===== src/rtl/mvdm_out_pkg.sv =====
// Shared constants and types for the MVDM serial result output stage.
// Build option SAD_SERIAL_PARITY_EN appends an even-parity bit to every frame.
package mvdm_out_pkg;

  localparam int unsigned DATA_W = 28;
  localparam int unsigned DEPTH  = 4;
  localparam int unsigned IDX_W  = 4;
  localparam int unsigned SAD_W  = 24;

`ifdef SAD_SERIAL_PARITY_EN
  localparam int unsigned FRAME_LEN = DATA_W + 1;
`else
  localparam int unsigned FRAME_LEN = DATA_W;
`endif

  typedef enum logic {
    IDLE,
    SHIFT
  } ser_state_t;

endpackage


===== src/rtl/sad_fifo.sv =====
// Synchronous result-word FIFO; full/empty derived from extended-pointer compare.
module sad_fifo #(
  parameter int unsigned DATA_W = 28,
  parameter int unsigned DEPTH  = 4
) (
  input  logic              clk,
  input  logic              rst,
  input  logic              push,
  input  logic [DATA_W-1:0] wdata,
  input  logic              pop,
  output logic [DATA_W-1:0] rdata,
  output logic              full,
  output logic              empty
);

  localparam int unsigned AW = $clog2(DEPTH);

  logic [DATA_W-1:0] mem [DEPTH];
  logic [AW:0]       wptr;
  logic [AW:0]       rptr;
  logic              do_push;
  logic              do_pop;

  assign full    = (wptr[AW] != rptr[AW]) && (wptr[AW-1:0] == rptr[AW-1:0]);
  assign empty   = (wptr == rptr);
  assign do_push = push && !full;
  assign do_pop  = pop && !empty;
  assign rdata   = mem[rptr[AW-1:0]];

  always_ff @(posedge clk) begin
    if (rst) begin
      wptr <= '0;
      rptr <= '0;
    end else begin
      if (do_push) wptr <= wptr + (AW+1)'(1);
      if (do_pop)  rptr <= rptr + (AW+1)'(1);
    end
  end

  always_ff @(posedge clk) begin
    if (do_push) mem[wptr[AW-1:0]] <= wdata;
  end

endmodule


===== src/rtl/sad_serializer.sv =====
// MVDM output stage: buffers result words and streams them LSB first on out_sad.
// Build option SAD_SERIAL_PARITY_EN adds a trailing even-parity bit per frame.
module sad_serializer #(
  parameter int unsigned DATA_W = mvdm_out_pkg::DATA_W,
  parameter int unsigned DEPTH  = mvdm_out_pkg::DEPTH
) (
  input  logic              clk,
  input  logic              rst,
  input  logic              res_valid,
  input  logic [DATA_W-1:0] res_data,
  output logic              res_ready,
  output logic              out_valid,
  output logic              out_sad
);

  import mvdm_out_pkg::*;

`ifdef SAD_SERIAL_PARITY_EN
  localparam int unsigned FRAME_BITS = DATA_W + 1;
`else
  localparam int unsigned FRAME_BITS = DATA_W;
`endif
  localparam int unsigned CW = $clog2(FRAME_BITS + 1);

  ser_state_t            state, state_n;
  logic [CW-1:0]         bit_cnt, bit_cnt_n;
  logic [FRAME_BITS-1:0] shreg, shreg_n;
  logic [FRAME_BITS-1:0] frame_word;
  logic [DATA_W-1:0]     head;
  logic                  out_valid_n, out_sad_n;
  logic                  push, pop, load, full, empty;

  // Ready depends only on registered FIFO state so there is no path from pop.
  assign res_ready = !rst && !full;
  assign push      = res_valid && res_ready;

  sad_fifo #(
    .DATA_W (DATA_W),
    .DEPTH  (DEPTH)
  ) u_fifo (
    .clk   (clk),
    .rst   (rst),
    .push  (push),
    .wdata (res_data),
    .pop   (pop),
    .rdata (head),
    .full  (full),
    .empty (empty)
  );

`ifdef SAD_SERIAL_PARITY_EN
  assign frame_word = {^head, head};
`else
  assign frame_word = head;
`endif

  always_ff @(posedge clk) begin
    if (rst) begin
      state     <= IDLE;
      bit_cnt   <= '0;
      shreg     <= '0;
      out_valid <= 1'b0;
      out_sad   <= 1'b0;
    end else begin
      state     <= state_n;
      bit_cnt   <= bit_cnt_n;
      shreg     <= shreg_n;
      out_valid <= out_valid_n;
      out_sad   <= out_sad_n;
    end
  end

  // shreg holds the not-yet-emitted bits, so bit 0 always feeds the next edge.
  always_comb begin
    state_n     = state;
    bit_cnt_n   = bit_cnt;
    shreg_n     = shreg;
    out_valid_n = out_valid;
    out_sad_n   = out_sad;
    load        = 1'b0;

    unique case (state)
      IDLE: begin
        if (!empty) load = 1'b1;
      end
      SHIFT: begin
        if (bit_cnt == CW'(FRAME_BITS)) begin
          if (!empty) begin
            load = 1'b1;
          end else begin
            state_n     = IDLE;
            out_valid_n = 1'b0;
            out_sad_n   = 1'b0;
            bit_cnt_n   = '0;
          end
        end else begin
          out_sad_n = shreg[0];
          shreg_n   = shreg >> 1;
          bit_cnt_n = bit_cnt + CW'(1);
        end
      end
    endcase

    if (load) begin
      state_n     = SHIFT;
      out_valid_n = 1'b1;
      out_sad_n   = frame_word[0];
      shreg_n     = frame_word >> 1;
      bit_cnt_n   = CW'(1);
    end
  end

  assign pop = load;

endmodule


===== config.mk =====
export PLATFORM = sky130hd
export DESIGN_NAME = sad_serializer
export DESIGN_NICKNAME = d
export VERILOG_FILES = /design/src/rtl/mvdm_out_pkg.sv /design/src/rtl/sad_fifo.sv /design/src/rtl/sad_serializer.sv
export SDC_FILE = /design/constraint.sdc
export NUM_CORES = 1
export LEC_CHECK = 0
export CORE_MARGIN = 8
export CORE_UTILIZATION = 40
export CTS_CLUSTER_DIAMETER = 60
export DETAILED_ROUTE_END_ITERATION = 10
export GPL_TIMING_DRIVEN = 0
export PLACE_DENSITY_LB_ADDON = 0.25
export RECOVER_POWER = 50
export SYNTH_ARGS = -nofsm -noshare
export SYNTH_HDL_FRONTEND = slang
export SYNTH_SLANG_ARGS = --single-unit

===== constraint.sdc =====
create_clock -name clk -period 4.4 [get_ports clk]
set_input_delay 0.88 -clock clk [delete_from_list [all_inputs] [get_ports clk]]
set_output_delay 0.88 -clock clk [all_outputs]
set_load 0.005 [all_outputs]

# ---- After elaboration in Yosys (flattened, before gate mapping)
# Memories as Yosys holds them, arrays and structs flattened. A register that Yosys moved wholly into a read port is not among the register bits.
# Index checks and enable logic that the tools add are counted.
dict set report totals {
  out_inout_bits 3
  inputBits 31
  memories 1
  word_cells 60
  reg_bits 41
  ramBits 112
}
dict set report op_classes {
  eq_ne 7
  add_sub_neg 3
  n_reduce_logical 16
  n_mux 24
  bitwise_logic 1
}
# memory words width read_ports rd_ports_with_merged_regs wr line
set mem_list {}
lappend mem_list {u_fifo.mem 4 28 1 1 1 sad_fifo.sv:18} ;# logic [DATA_W-1:0] mem [DEPTH];
# op count
set op_table {}
lappend op_table {{27-bit two-way mux} 3}
lappend op_table {{1-bit two-way mux} 16}
lappend op_table {{5-bit two-way mux} 2}
lappend op_table {{3-bit by 1-bit adder with 3-bit output, second input constant} 2}
lappend op_table {{2-bit AND reduction} 3}
lappend op_table {{2-bit nonzero test} 3}
lappend op_table {{5-bit by 1-bit adder with 5-bit output, second input constant} 1}
lappend op_table {{5-bit equality test, second input constant} 1}
lappend op_table {{1-bit logical AND} 5}
lappend op_table {{2-bit two-way mux} 2}
lappend op_table {{3-bit equality test} 1}
lappend op_table {{1-bit logical NOT} 3}
lappend op_table {{3-bit by 2-bit != test with 1-bit output, second input constant} 1}
lappend op_table {{3-bit AND reduction} 1}
lappend op_table {{2-bit equality test} 1}
lappend op_table {{2-bit by 1-bit != test with 1-bit output, second input constant} 1}
lappend op_table {{2-bit != test, second input constant} 1}
lappend op_table {{1-bit case mux with 2 select lines} 1}
lappend op_table {{2-bit OR reduction} 1}
lappend op_table {{1-bit != test} 1}
lappend op_table {{1-bit NOT} 1}

# ---- Depth between registers and ports, before layout
dict set report logic_depth {
  ltp_word 8
  ltp_mapped 8
  depth_no_buf 6
}

# ---- Hierarchy
# Synthesis repeated with hierarchy kept, for this count alone.
dict set report hier_totals {
  cells_unflattened 388
  area_unflattened_um2 6353.6
}
# mod n_inst cells_per_inst area_per_inst_um2
set modules_own_cells {}
lappend modules_own_cells {sad_fifo 1 214 4609.4}
lappend modules_own_cells {sad_serializer 1 174 1744.2}

# ---- Least setup slack after synthesis
# Ideal clock, no wire load.
dict set report synth_path {
  path_type {input port to flip-flop}
  start {input rst}
  end {memory u_fifo.mem[3][0], enable pin}
  slack_ns 1.502
  required_ns 3.987
  n_path_buf 1
  t_arrival_ns 2.485
  path_stages 4
  cell_sequence {clkbuf_1 -> inv_1 -> o311ai_1 -> nor2_1}
}
dict set report synth_between {
  elab_chain_len 6
}
# item line
set synth_lines {}
lappend synth_lines {{from (decl)} sad_serializer.sv:8} ;# input logic rst,
lappend synth_lines {{1-bit logical NOT} sad_serializer.sv:34} ;# assign res_ready = !rst && !full;
lappend synth_lines {{1-bit logical AND} sad_serializer.sv:34}
lappend synth_lines {{1-bit logical AND} sad_serializer.sv:35} ;# assign push = res_valid && res_ready;
lappend synth_lines {{1-bit logical AND} sad_fifo.sv:26} ;# assign do_push = push && !full;
lappend synth_lines {{1-bit two-way mux} sad_fifo.sv:41} ;# if (do_push) mem[wptr[AW-1:0]] <= wdata;
lappend synth_lines {{1-bit two-way mux (implied by the code)} sad_fifo.sv:41}
lappend synth_lines {{to (decl)} sad_fifo.sv:18}
# No other way between the ends.

# ---- Final worst setup path
dict set report layout_path {
  start {input rst}
  end {output res_ready}
}
dict set report layout_between {
  elab_chain_len 2
}
# item line
set layout_lines {}
lappend layout_lines {{1-bit logical NOT} sad_serializer.sv:34}
lappend layout_lines {{1-bit logical AND} sad_serializer.sv:34}
lappend layout_lines {{to (decl)} sad_serializer.sv:11} ;# output logic res_ready,
# No other way between the ends.

==> run summary <==
The total number of clock tree sinks was 155; the iteration-0 DRC count of the detailed router was 263. The number of rows created at floorplan is 45. The critical path is of the input port to output port type. Walking the worst path, the cells encountered are clkbuf_1 > clkbuf_1 > a31oi_1 > clkdlybuf4s50_1.

The clock root buffer was sky130_fd_sc_hd__clkbuf_16. Power spread over the standard cell area amounts to 586 mW/mm². At the end of routability-driven placement, the weighted congestion stood at 0.781. In this run the remaining antenna-violating nets after routing total 0. 34 I/O pins were placed. Leaving out fill and tap cells, the most frequent cell in the layout is sky130_fd_sc_hd__edfxtp_1.

The transition time of the tightest slew-check pin was 0.917 ns. The die covers 0.0193 mm². TritonCTS built the clock tree. The number of cells on the worst reg-to-reg path is 8. Across the run, the number of max-cap violations was 0.

The number of cells on the worst hold path works out to 2. After clock tree synthesis, the repair step resized 0 gates. For the synthesized instance count, the log shows 392. On the critical path, the stage with the largest delay is an instance of sky130_fd_sc_hd__clkdlybuf4s50_1. The run finished with clean final reports. The biggest area consumer among synthesized cells was sky130_fd_sc_hd__edfxtp_1. The Yosys step of the flow raised 0 warnings.

Wires add up to 11.4 mm. The number of antenna diodes in the final layout is 0. Dividing the final minimum period by the clock period gives 69.6%. The number of max-slew violations in the final report was 0; the area fraction of the dominant cell type after synthesis was 55.5%. A synthesized cell averages 15.5 µm². The run gives 29 as the pin count of the biggest net entering global routing.

Of the cells placed in the final design, the portion with a size suffix greater than 1 is 16.6%. The setup check on the worst reg-to-reg path leaves a slack of 2.11 ns. Number of buffers inserted during clock tree synthesis: 17. In this design, the critical path's most frequently occurring cell is sky130_fd_sc_hd__clkbuf_1. In this run the most critical hold path is launched from shreg[14]$_SDFFE_PP0P_.

Summed over all layers, the global routing overflow is 0. Timing would allow up to 327 MHz. The worst setup path is launched from an input port. The setup clock skew after layout is 0.00719 ns. The logs give 2 for the maximum buffer depth of the clock tree and 3.52 ns for the required arrival time at the worst endpoint.

For hold timing, the worst endpoint is shreg[14]$_SDFFE_PP0P_. The headroom to the max-slew limit is 38.1%. For the total leakage power, the log shows 2.40 nW. The sequential area share after synthesis is 69.7%, and the area of the core is 0.0150 mm². Setup repair after global routing left no endpoint under its margin. The height of the die was 139 µm.

Yosys mapped the design onto 40 distinct sky130hd cell types. The number of antenna violations at the first check in global routing came out at 0. The post-CTS clock slew at the launch and capture registers of the worst setup and hold paths is 0.06 ns, and the routed via count divided by cell count is 5.28. The tools report the setup fix buffers added after clock tree synthesis as 0. In the final routed layout, each cell accounts on average for 17.6 µm. The final setup violation count came out at 0.

Measured on the finished design, the core utilization comes to 48.1%. Prevailing post-synth register cell: sky130_fd_sc_hd__edfxtp_1. Leaving out fill and tap cells, the most frequent cells in the layout are 112 x sky130_fd_sc_hd__edfxtp_1, 60 x sky130_fd_sc_hd__nand2_1, 43 x sky130_fd_sc_hd__dfxtp_1. STA classifies the critical path endpoint as an output port. The shortest clock period the worst path allows after layout is 3.06 ns, and the global-route wire length before repair is 18.2 mm. For this run, the slowest stage of the critical path takes 0.48 ns. In the routed design, unresolved DRC markers number 0. The summed negative setup slack over all endpoints was 0 ns; the number of nets in the layout was 482.

The sequential cells in the finished layout cover a total of 0.00422 mm². Fill cells in the final layout number 1306. The number of global-route vias before repair was 3446.

The multi-input combinational cells in the finished layout cover a total of 0.00167 mm². The worst-case IR drop observed on VDD is 0.000454 V. The run gives 12.2% as the total track usage. The path category of the worst min-delay check is flip-flop to flip-flop.

The initial utilization of the core area, before any placement, comes to 40.4%. The async set-or-reset flop fraction in the synthesized netlist was 0%; the insertion delay to the later sink of the worst-skew pair was 0.41 ns. Hold repair after CTS inserted 0 buffers. Worst reg2reg path endpoint: shreg[18]$_SDFFE_PP0P_. Yosys mapped a number of flops with a built-in enable equal to 112. In this run the critical register-to-register path is launched from bit_cnt[0]$_SDFFE_PP0P_. For the routed via count, the log shows 3407. Of all nets on the critical path, the largest fanout is 10. Counting flops and latches in the post-synthesis netlist gives 155.

The number of hold violations in the final report is 0, and the level count of the clock H-tree is 4. In this run the tool buffered the top-level ports with 32 buffer cells. The run gives 7.25 mm as the detailed placement HPWL.

The first-pass iteration count of the detailed router was 5; the x dimension of the die was 139 µm. For the worst setup path, the data arrival time is 2.18 ns. The total nets after synthesis is 430. After synthesis the cells add up to 0.00606 mm². The area growth from synthesis to layout is 19.0%. Yosys attributes the largest share of cell area to sky130_fd_sc_hd__edfxtp_1 56%, sky130_fd_sc_hd__dfxtp_1 14%, sky130_fd_sc_hd__mux4_2 10%.
metrics by stage:
stage          std cells  total power, mW  setup slack (ns)  hold WS [ns]  instance area, µm²
5_1_grt              645             4.44              1.22         0.498                7210
6_report             645             4.22              1.34         0.480                7210
3_3_place_gp         612             2.81             0.125         0.464                6610
4_1_cts              645             4.27              1.32         0.481                7220
2_1_floorplan        392             2.56              1.50         0.455                6060
3_5_place_dp         613             2.84              1.31         0.472                6640
synthesized netlist by cell type (all sizes together) (6+ instances only):
cell / number
ha: 7
nand2: 60
a21oi: 8
inv: 6
buf: 17
clkbuf: 8
edfxtp: 112
dfxtp: 43
mux4: 28
nor2: 30
a311oi: 29
logic make-up after synthesis:
family / count (synthesis) / synth area share, %
XOR/XNOR: 7 / 1.01
buffers and inverters: 31 / 2.71
multiplexers: 31 / 10.9
adder cells (fa/ha/maj): 7 / 1.45
AND/OR/NAND/NOR: 110 / 7.68
flip-flops: 155 / 69.7
AO/OA/AOI/OAI: 51 / 6.49
cell type report:
type	instances	share of cell area (%)
repair buffers	33	4.72
multi-input cells	206	23.2
inverters	6	0.313
plain buffers	25	1.81
clock buffers	17	5.90
well taps	188	3.26
clock inverters	15	2.15
flip-flops and latches	155	58.6
metal layers:
metal / global-route usage [%] / up-vias / wire [µm] / part of all wire [%]
li1: - / 1614 / - / -
met1: 14.4 / 1721 / 5090 / 45
met2: 20.4 / 59 / 5720 / 50
met3: 3.92 / 13 / 445 / 3.9
met4: 4.10 / 0 / 105 / 0.92
met5: 0 / - / 0 / 0
worst max-delay path: cells and delay by family:
| kind | cells | cell delay, ns |
|---|---|---|
| AO/OA/AOI/OAI | 1 | 0.10 |
| buffers and inverters | 3 | 1.20 |
worst max-delay path by stage:
stage / from / endpoint / slack (ns)
after global placement: res_valid / u_fifo.mem[3][6]$_DFFE_PP_ / 0.13
after CTS: rst / res_ready / 1.32
after floorplan: rst / u_fifo.mem[3][0]$_DFFE_PP_ / 1.50
after detailed placement: rst / res_ready / 1.31
final: rst / res_ready / 1.34
after global routing: rst / res_ready / 1.22
registers in the layout, summed over array words and instances (netlist names), named ones only:
| register | count |
|---|---|
| u_fifo.rptr | 3 |
| shreg | 27 |
| out_valid | 1 |
| bit_cnt | 5 |
| state | 1 |
| out_sad | 1 |
| u_fifo.mem | 112 |
| u_fifo.wptr | 3 |
power breakdown:
group,switching [mW],internal [mW]
combinational,0.534,0.409
sequential,0.0957,1.75
clock,0.556,0.880
Power figures use the tool's default switching activity.
